**config.mk**
```make
export PLATFORM = sky130hd
export DESIGN_NAME = conv_window_buffer
export DESIGN_NICKNAME = d
export VERILOG_FILES = /design/src/rtl/conv_window_buffer.sv
export SDC_FILE = /design/constraint.sdc
export NUM_CORES = 1
export LEC_CHECK = 0
export CAP_MARGIN = 20
export CORE_UTILIZATION = 47
export DETAILED_ROUTE_END_ITERATION = 10
export HOLD_SLACK_MARGIN = 0.05
export PLACE_DENSITY = 0.66
export RECOVER_POWER = 25
export SKIP_CTS_REPAIR_TIMING = 1
export SYNTH_ARGS = -nofsm -noshare
export SYNTH_HDL_FRONTEND = slang
export SYNTH_SLANG_ARGS = --single-unit
```
**constraint.sdc**
```tcl
create_clock -name clk -period 4 [get_ports clk]
set_input_delay 0.4 -clock clk [delete_from_list [all_inputs] [get_ports clk]]
set_output_delay 0.4 -clock clk [all_outputs]
set_load 0.005 [all_outputs]
```
**src/rtl/conv_window_buffer.sv**
```systemverilog
// Streaming NxN sliding-window generator: N-1 line buffers feed a shift-register
// window, which is published through one registered valid/ready output stage.
module conv_window_buffer #(
  parameter int N           = 3,
  parameter int BitSize     = 8,
  parameter int ImageWidth  = 28,
  parameter int ImageHeight = 28
) (
  input  logic                           clk,
  input  logic                           reset,
  input  logic                           in_valid,
  output logic                           in_ready,
  input  logic [BitSize-1:0]             in_pixel,
  input  logic                           out_ready,
  output logic                           out_valid,
  output logic [BitSize*N*N-1:0]         out_window,
  output logic [$clog2(ImageHeight)-1:0] out_row,
  output logic [$clog2(ImageWidth)-1:0]  out_col,
  output logic                           frame_done
);
  localparam int RW = $clog2(ImageHeight);
  localparam int CW = $clog2(ImageWidth);
  localparam int WW = BitSize * N * N;
  localparam logic [CW-1:0] ColLast  = CW'(ImageWidth - 1);
  localparam logic [RW-1:0] RowLast  = RW'(ImageHeight - 1);
  localparam logic [CW-1:0] ColFirst = CW'(N - 1);
  localparam logic [RW-1:0] RowFirst = RW'(N - 1);

  logic [CW-1:0] col_q, col_d;
  logic [RW-1:0] row_q, row_d;
  logic [WW-1:0] win_q, win_d, win_shift;
  logic          out_valid_q, out_valid_d;
  logic [WW-1:0] out_window_q, out_window_d;
  logic [RW-1:0] out_row_q, out_row_d;
  logic [CW-1:0] out_col_q, out_col_d;
  logic          frame_done_q, frame_done_d;
  logic          accept, emit;

  logic [BitSize-1:0] lb_mem [N-1][ImageWidth];
  logic [BitSize-1:0] lb_rd  [N-1];
  logic [BitSize-1:0] lb_wr  [N-1];

  assign in_ready = !out_valid_q || out_ready;

  // Line buffer k holds image row (row - (N-1) + k) at each column; reads are
  // asynchronous so the pre-write contents form the incoming window column.
  for (genvar gi = 0; gi < N - 1; gi++) begin : g_lb
    assign lb_rd[gi] = lb_mem[gi][col_q];
    if (gi < N - 2) begin : g_chain
      assign lb_wr[gi] = lb_rd[gi+1];
    end else begin : g_tail
      assign lb_wr[gi] = in_pixel;
    end
  end

  always_ff @(posedge clk) begin
    if (accept) begin
      for (int k = 0; k < N - 1; k++) begin
        lb_mem[k][col_q] <= lb_wr[k];
      end
    end
  end

  for (genvar gi = 0; gi < N; gi++) begin : g_wrow
    for (genvar gj = 0; gj < N; gj++) begin : g_wcol
      localparam int Idx = gi * N + gj;
      if (gj < N - 1) begin : g_shift
        assign win_shift[BitSize*Idx +: BitSize] = win_q[BitSize*(Idx+1) +: BitSize];
      end else if (gi < N - 1) begin : g_from_lb
        assign win_shift[BitSize*Idx +: BitSize] = lb_rd[gi];
      end else begin : g_from_in
        assign win_shift[BitSize*Idx +: BitSize] = in_pixel;
      end
    end
  end

  always_comb begin
    accept       = in_valid && in_ready;
    emit         = accept && (row_q >= RowFirst) && (col_q >= ColFirst);
    col_d        = col_q;
    row_d        = row_q;
    win_d        = win_q;
    out_valid_d  = out_valid_q;
    out_window_d = out_window_q;
    out_row_d    = out_row_q;
    out_col_d    = out_col_q;
    frame_done_d = accept && (row_q == RowLast) && (col_q == ColLast);

    if (accept) begin
      win_d = win_shift;
      if (col_q == ColLast) begin
        col_d = '0;
        row_d = (row_q == RowLast) ? '0 : row_q + 1'b1;
      end else begin
        col_d = col_q + 1'b1;
      end
    end

    // A new window reloads the register even while the old one drains.
    if (emit) begin
      out_valid_d  = 1'b1;
      out_window_d = win_shift;
      out_row_d    = row_q;
      out_col_d    = col_q;
    end else if (out_ready) begin
      out_valid_d = 1'b0;
    end
  end

  always_ff @(posedge clk or posedge reset) begin
    if (reset) begin
      col_q        <= '0;
      row_q        <= '0;
      win_q        <= '0;
      out_valid_q  <= 1'b0;
      out_window_q <= '0;
      out_row_q    <= '0;
      out_col_q    <= '0;
      frame_done_q <= 1'b0;
    end else begin
      col_q        <= col_d;
      row_q        <= row_d;
      win_q        <= win_d;
      out_valid_q  <= out_valid_d;
      out_window_q <= out_window_d;
      out_row_q    <= out_row_d;
      out_col_q    <= out_col_d;
      frame_done_q <= frame_done_d;
    end
  end

  assign out_valid  = out_valid_q;
  assign out_window = out_window_q;
  assign out_row    = out_row_q;
  assign out_col    = out_col_q;
  assign frame_done = frame_done_q;
endmodule

```
Yosys cells after proc, flatten, opt, wreduce, memory -nomap -nowiden
Memories as Yosys holds them, arrays and structs flattened.
Cells that the tools add are included.
{"block": "op_classes", "bitwise": 1, "addsub": 2, "eq_ne": 2, "order_cmp": 4, "n_reduce_logical": 10, "muxes": 14}
{"cell": "224-bit 2-to-1 mux", "count": 1}
{"cell": "8-bit binary-select mux with 5-bit select", "count": 2}
{"cell": "8-bit demux with 5-bit select", "count": 1}
{"cell": "8-bit 2-to-1 mux", "count": 5}
{"cell": "5-bit by 1-bit adder with 5-bit output (second input constant)", "count": 2}
{"cell": "5-bit equality test (second input constant)", "count": 2}
{"cell": "5-bit by 2-bit greater-or-equal comparator with 1-bit output (second input constant)", "count": 2}
{"cell": "5-bit 2-to-1 mux", "count": 2}
{"cell": "6-bit greater-or-equal comparator (second input constant)", "count": 1}
{"cell": "1-bit logical AND", "count": 6}
{"cell": "6-bit by 1-bit less-than comparator with 1-bit output (second input constant)", "count": 1}
{"cell": "5-bit NOT with 6-bit output", "count": 1}
{"cell": "1-bit 2-to-1 mux", "count": 3}
{"cell": "2-bit AND reduction", "count": 1}
{"cell": "2-bit nonzero test", "count": 1}
{"cell": "1-bit logical NOT", "count": 1}
{"cell": "1-bit logical OR", "count": 1}
{"block": "word_totals", "n_memories": 1, "reg_bits": 166, "out_inout_bits": 85, "inputBits": 12, "ramBits": 448}
{"memory": "lb_mem", "words": 2, "word_bits": 224, "rd": 2, "rd_clocked_by_memory_dff": 0, "write_ports": 2, "line_no": "39", "rtl": "logic [BitSize-1:0] lb_mem [N-1][ImageWidth];"}

Longest topological paths before layout
{"block": "depth", "word_depth": 6, "ltp_mapped": 11, "depth_no_buf": 6}

Worst setup path before layout
No wires, ideal clock.
{"block": "synth_path", "kind": "flip-flop to flip-flop", "from": "register col_q[1]", "to": "memory lb_mem[0][144] in the netlist's numbering (enable)", "slack_ps": 1467, "required_time_ps": 3612, "synth_period_minus_slack_ps": 2533, "t_arrival_ps": 2144, "n_path_buf": 4, "stages_incl_launch_ff": 9, "path_cell_list": "dfrtp_1 -> buf_4 -> buf_6 -> buf_4 -> buf_2 -> inv_1 -> ha_1 -> nand2_1 -> nor2_1"}
{"element": "start, declared", "line_no": "29", "rtl": "logic [CW-1:0] col_q, col_d;"}
{"element": "start signal, assigned", "line_no": "121", "rtl": "col_q <= col_d;"}
{"element": "end, declared", "line_no": "39"}

==> summary.md <==
Pin placement for this block handled 97 I/O pins. The worst setup path is captured at a flop. Before antenna repair, the detailed router went through 4 iterations. For this design the ratio of total power to cell area is 696 nW/um^2.

The run gives 52 as the number of distinct library cells after synthesis. 0 antenna diodes ended up in the layout. Total routing resource utilization after global routing: 0.213. Counting every instance in the synthesized netlist gives 1351. For the final routed database, the setup TNS stands at 0 ns.

After routing the design area is 26900 um^2. For the worst setup path, the data required time is 4.32 ns. The logs give 33400 um for the HPWL after detailed placement and 80 for the number of core rows.

The share of async-settable or async-resettable flops after synthesis works out to 0.241. The tools report the cell area after placement as 25000 um^2. Synthesis produced a netlist with a net count of 1369.

Setup repair after global routing left no endpoint under its margin. Counting along the longest clock path gives a buffer depth of 3. The pin count of the biggest net entering global routing came out at 62. The die covers 49800 um^2. The horizontal die dimension came out at 223 um. The routed via count was 12516. For the sequential area share after synthesis, the log shows 0.740. The cell taking the most area after synthesis is sky130_fd_sc_hd__edfxtp_1. Initial core utilization: 0.479.

For the final database, setup skew stands at 0.0209 ns. The count of flip-flops with a built-in enable after synthesis was 448. The library cell used most frequently in the layout, excluding fill and tap cells, is sky130_fd_sc_hd__edfxtp_1. In this run the clock root is driven by a sky130_fd_sc_hd__clkbuf_16. For this design the static power due to leakage is 0.00997 uW. In the layout the commonest cells are sky130_fd_sc_hd__edfxtp_1, sky130_fd_sc_hd__mux2i_1, sky130_fd_sc_hd__dfrtp_1. Clock-pin slew was measured on the worst setup and hold paths at 0.06 ns.

Yosys attributes the largest share of cell area to sky130_fd_sc_hd__edfxtp_1, sky130_fd_sc_hd__dfrtp_1, sky130_fd_sc_hd__mux2i_1, sky130_fd_sc_hd__mux2_4, sky130_fd_sc_hd__nand2_1. Hold timing on the final database bottoms out at a slack of 0.302 ns. Setup violations remaining at the end of the flow were counted as 0. The final reports fail on max-capacitance violations, max-slew violations. The run gives -0.388 as the relative slew slack.

After synthesis the cells add up to 23000 um^2. Yosys printed 0 warnings. In the routed layout, each cell is associated on average with a via count of 5.72. The count of final max-slew check failures was 221; the mean instance size in the synthesized netlist was 17.0 um^2. The clock reaches the later pin of the worst-skew pair after 0.61 ns. The max-capacitance violation count is 7. TritonCTS built the clock tree. The run finished, with violations left. In the final routed layout, each cell accounts on average for 24.0 um. The worst setup path is of the flop to flop kind.

The count of state elements after synthesis was 590; the total detailed-routing wirelength was 52500 um. The kind of launch point of the worst setup path was a flop. The fmax is 286 MHz, and the placeable core region is 48000 um^2.

The top-area cell type share of the netlist area works out to 0.585. The minimum period implied by the final worst setup slack was 3.49 ns. At the worst endpoint, the arrival time is 3.81 ns.

The initial antenna violation count was 0. The number of cells on the worst reg-to-reg path was 6. At the end of the flow, the number of nets in the layout was 1545.

The number of clock buffers added by TritonCTS is 58. In this run the worst path has a maximum fanout of 47. In the routed design, unresolved DRC markers number 0.

The core occupancy in the finished layout was 0.560. The total overflow left after global routing is 0. The logs give 2 for the depth of the CTS H-tree and 0.000410 V for the largest vdd supply drop. The run gives 590 as the sink count of the clock tree.

The vertical die dimension was 223 um. The path class of the lowest-slack min-delay path was input port to async pin. The number of DRC markers after the initial detailed-route iteration was 1247. The number of global-route vias before repair is 12439, and the slew at the pin closest to its max-slew limit is 2.08 ns. The tools report the global placer's final weighted congestion as 0.844. The number of antenna-violating nets in the routed design came out at 0.

Port buffering added 96 buffers. The tools report the post-route total power as 18700 uW. For the wire length of the first global-routing pass, the log shows 78400 um. Compared with the post-synthesis result, the final layout area differs by 16.9%. The proportion of layout cells with a drive suffix above 1 works out to 0.179.

The most frequently used flop master after synthesis was sky130_fd_sc_hd__edfxtp_1. The run gives 0 as the number of hold-slack violations in the final timing report. The final cycle utilization of the critical path is 0.874.
cells by family after synthesis:
group | Yosys count | synth area share
AOI/OAI and AO/OA | 139 | 0.0401
xor gates and xnor gates | 2 | 0.000762
adders and majority gates | 6 | 0.00326
buffers and inverters | 75 | 0.0203
DFF | 590 | 0.740
muxes | 278 | 0.145
and+or+nand+nor | 261 | 0.0506
critical path, stage by stage, from the launching register on:
cell and delay (ns):
sky130_fd_sc_hd__dfrtp_4 0.99, sky130_fd_sc_hd__buf_4 0.38, sky130_fd_sc_hd__mux2i_1 0.27, sky130_fd_sc_hd__o22ai_1 0.15, sky130_fd_sc_hd__nor4_1 0.96, sky130_fd_sc_hd__nand2_1 0.13
sky130_fd_sc_hd__buf_4 0.27
final cells by class:
cell class | count | area [um^2]
Multi-Input combinational cell | 686 | 5530
Tap cell | 615 | 769
Fill cell | 3652 | 21200
Sequential cell | 590 | 17000
Clock inverter | 31 | 289
Timing Repair Buffer | 185 | 1640
Inverter | 6 | 23.8
Clock buffer | 75 | 1620
state kept, by name, summed over array words and instances (netlist names):
signal	flops
out_row	5
row_q	5
lb_mem	448
col_q	5
win_q	48
out_valid	1
out_col	5
frame_done	1
out_window	72
path summary, 6_finish.rpt:
| path | startpoint | end | slack, ns |
|---|---|---|---|
| worst max-delay path | col_q[1]$_DFFE_PP0P_ | lb_mem[0][212]$_DFFE_PP_ | 0.51 |
| worst min-delay path | reset | out_window[55]$_DFFE_PP0P_ | 0.30 |
| worst max register to register | col_q[1]$_DFFE_PP0P_ | lb_mem[0][212]$_DFFE_PP_ | 0.51 |
| worst min register to register | win_q[63]$_DFFE_PP0P_ | win_q[63]$_DFFE_PP0P_ | 0.47 |
| max in group asynchronous | reset | out_window[45]$_DFFE_PP0P_ | 1.11 |
| min in group clk | win_q[63]$_DFFE_PP0P_ | win_q[63]$_DFFE_PP0P_ | 0.47 |
stage by stage:
stage,std cells,setup WS [ns]
after floorplan,1351,1.47
after global placement,2079,0.575
after detailed placement,2080,0.540
after CTS,2186,0.518
after global routing,2188,0.387
final,2188,0.505
Yosys cell counts (12+ instances only):
cell type                    n
sky130_fd_sc_hd__a31oi_1    28
sky130_fd_sc_hd__mux2_2     32
sky130_fd_sc_hd__mux2_4     47
sky130_fd_sc_hd__nor2_1     58
sky130_fd_sc_hd__o22ai_1    60
sky130_fd_sc_hd__nand2_1   137
sky130_fd_sc_hd__a22oi_1    20
sky130_fd_sc_hd__mux4_2     19
sky130_fd_sc_hd__mux2i_1   177
sky130_fd_sc_hd__buf_6      12
sky130_fd_sc_hd__nand3_1    15
sky130_fd_sc_hd__edfxtp_1  448
sky130_fd_sc_hd__buf_4      12
sky130_fd_sc_hd__dfrtp_1   142
sky130_fd_sc_hd__clkbuf_1   16
sky130_fd_sc_hd__buf_2      27
routing by layer:
metal	global-route usage	share of wire	vias up
li1	-	-	5559
met1	0.295	0.42	6400
met2	0.344	0.48	465
met3	0.0367	0.070	92
met4	0.0719	0.028	0
met5	0	0	-
report_power, final:
part / switching, uW / total, uW / internal (uW)
combinational: 2790 / 4680 / 1890
clock: 2240 / 5410 / 3170
sequential: 536 / 8610 / 8080
(Power assumes the default switching activity.)
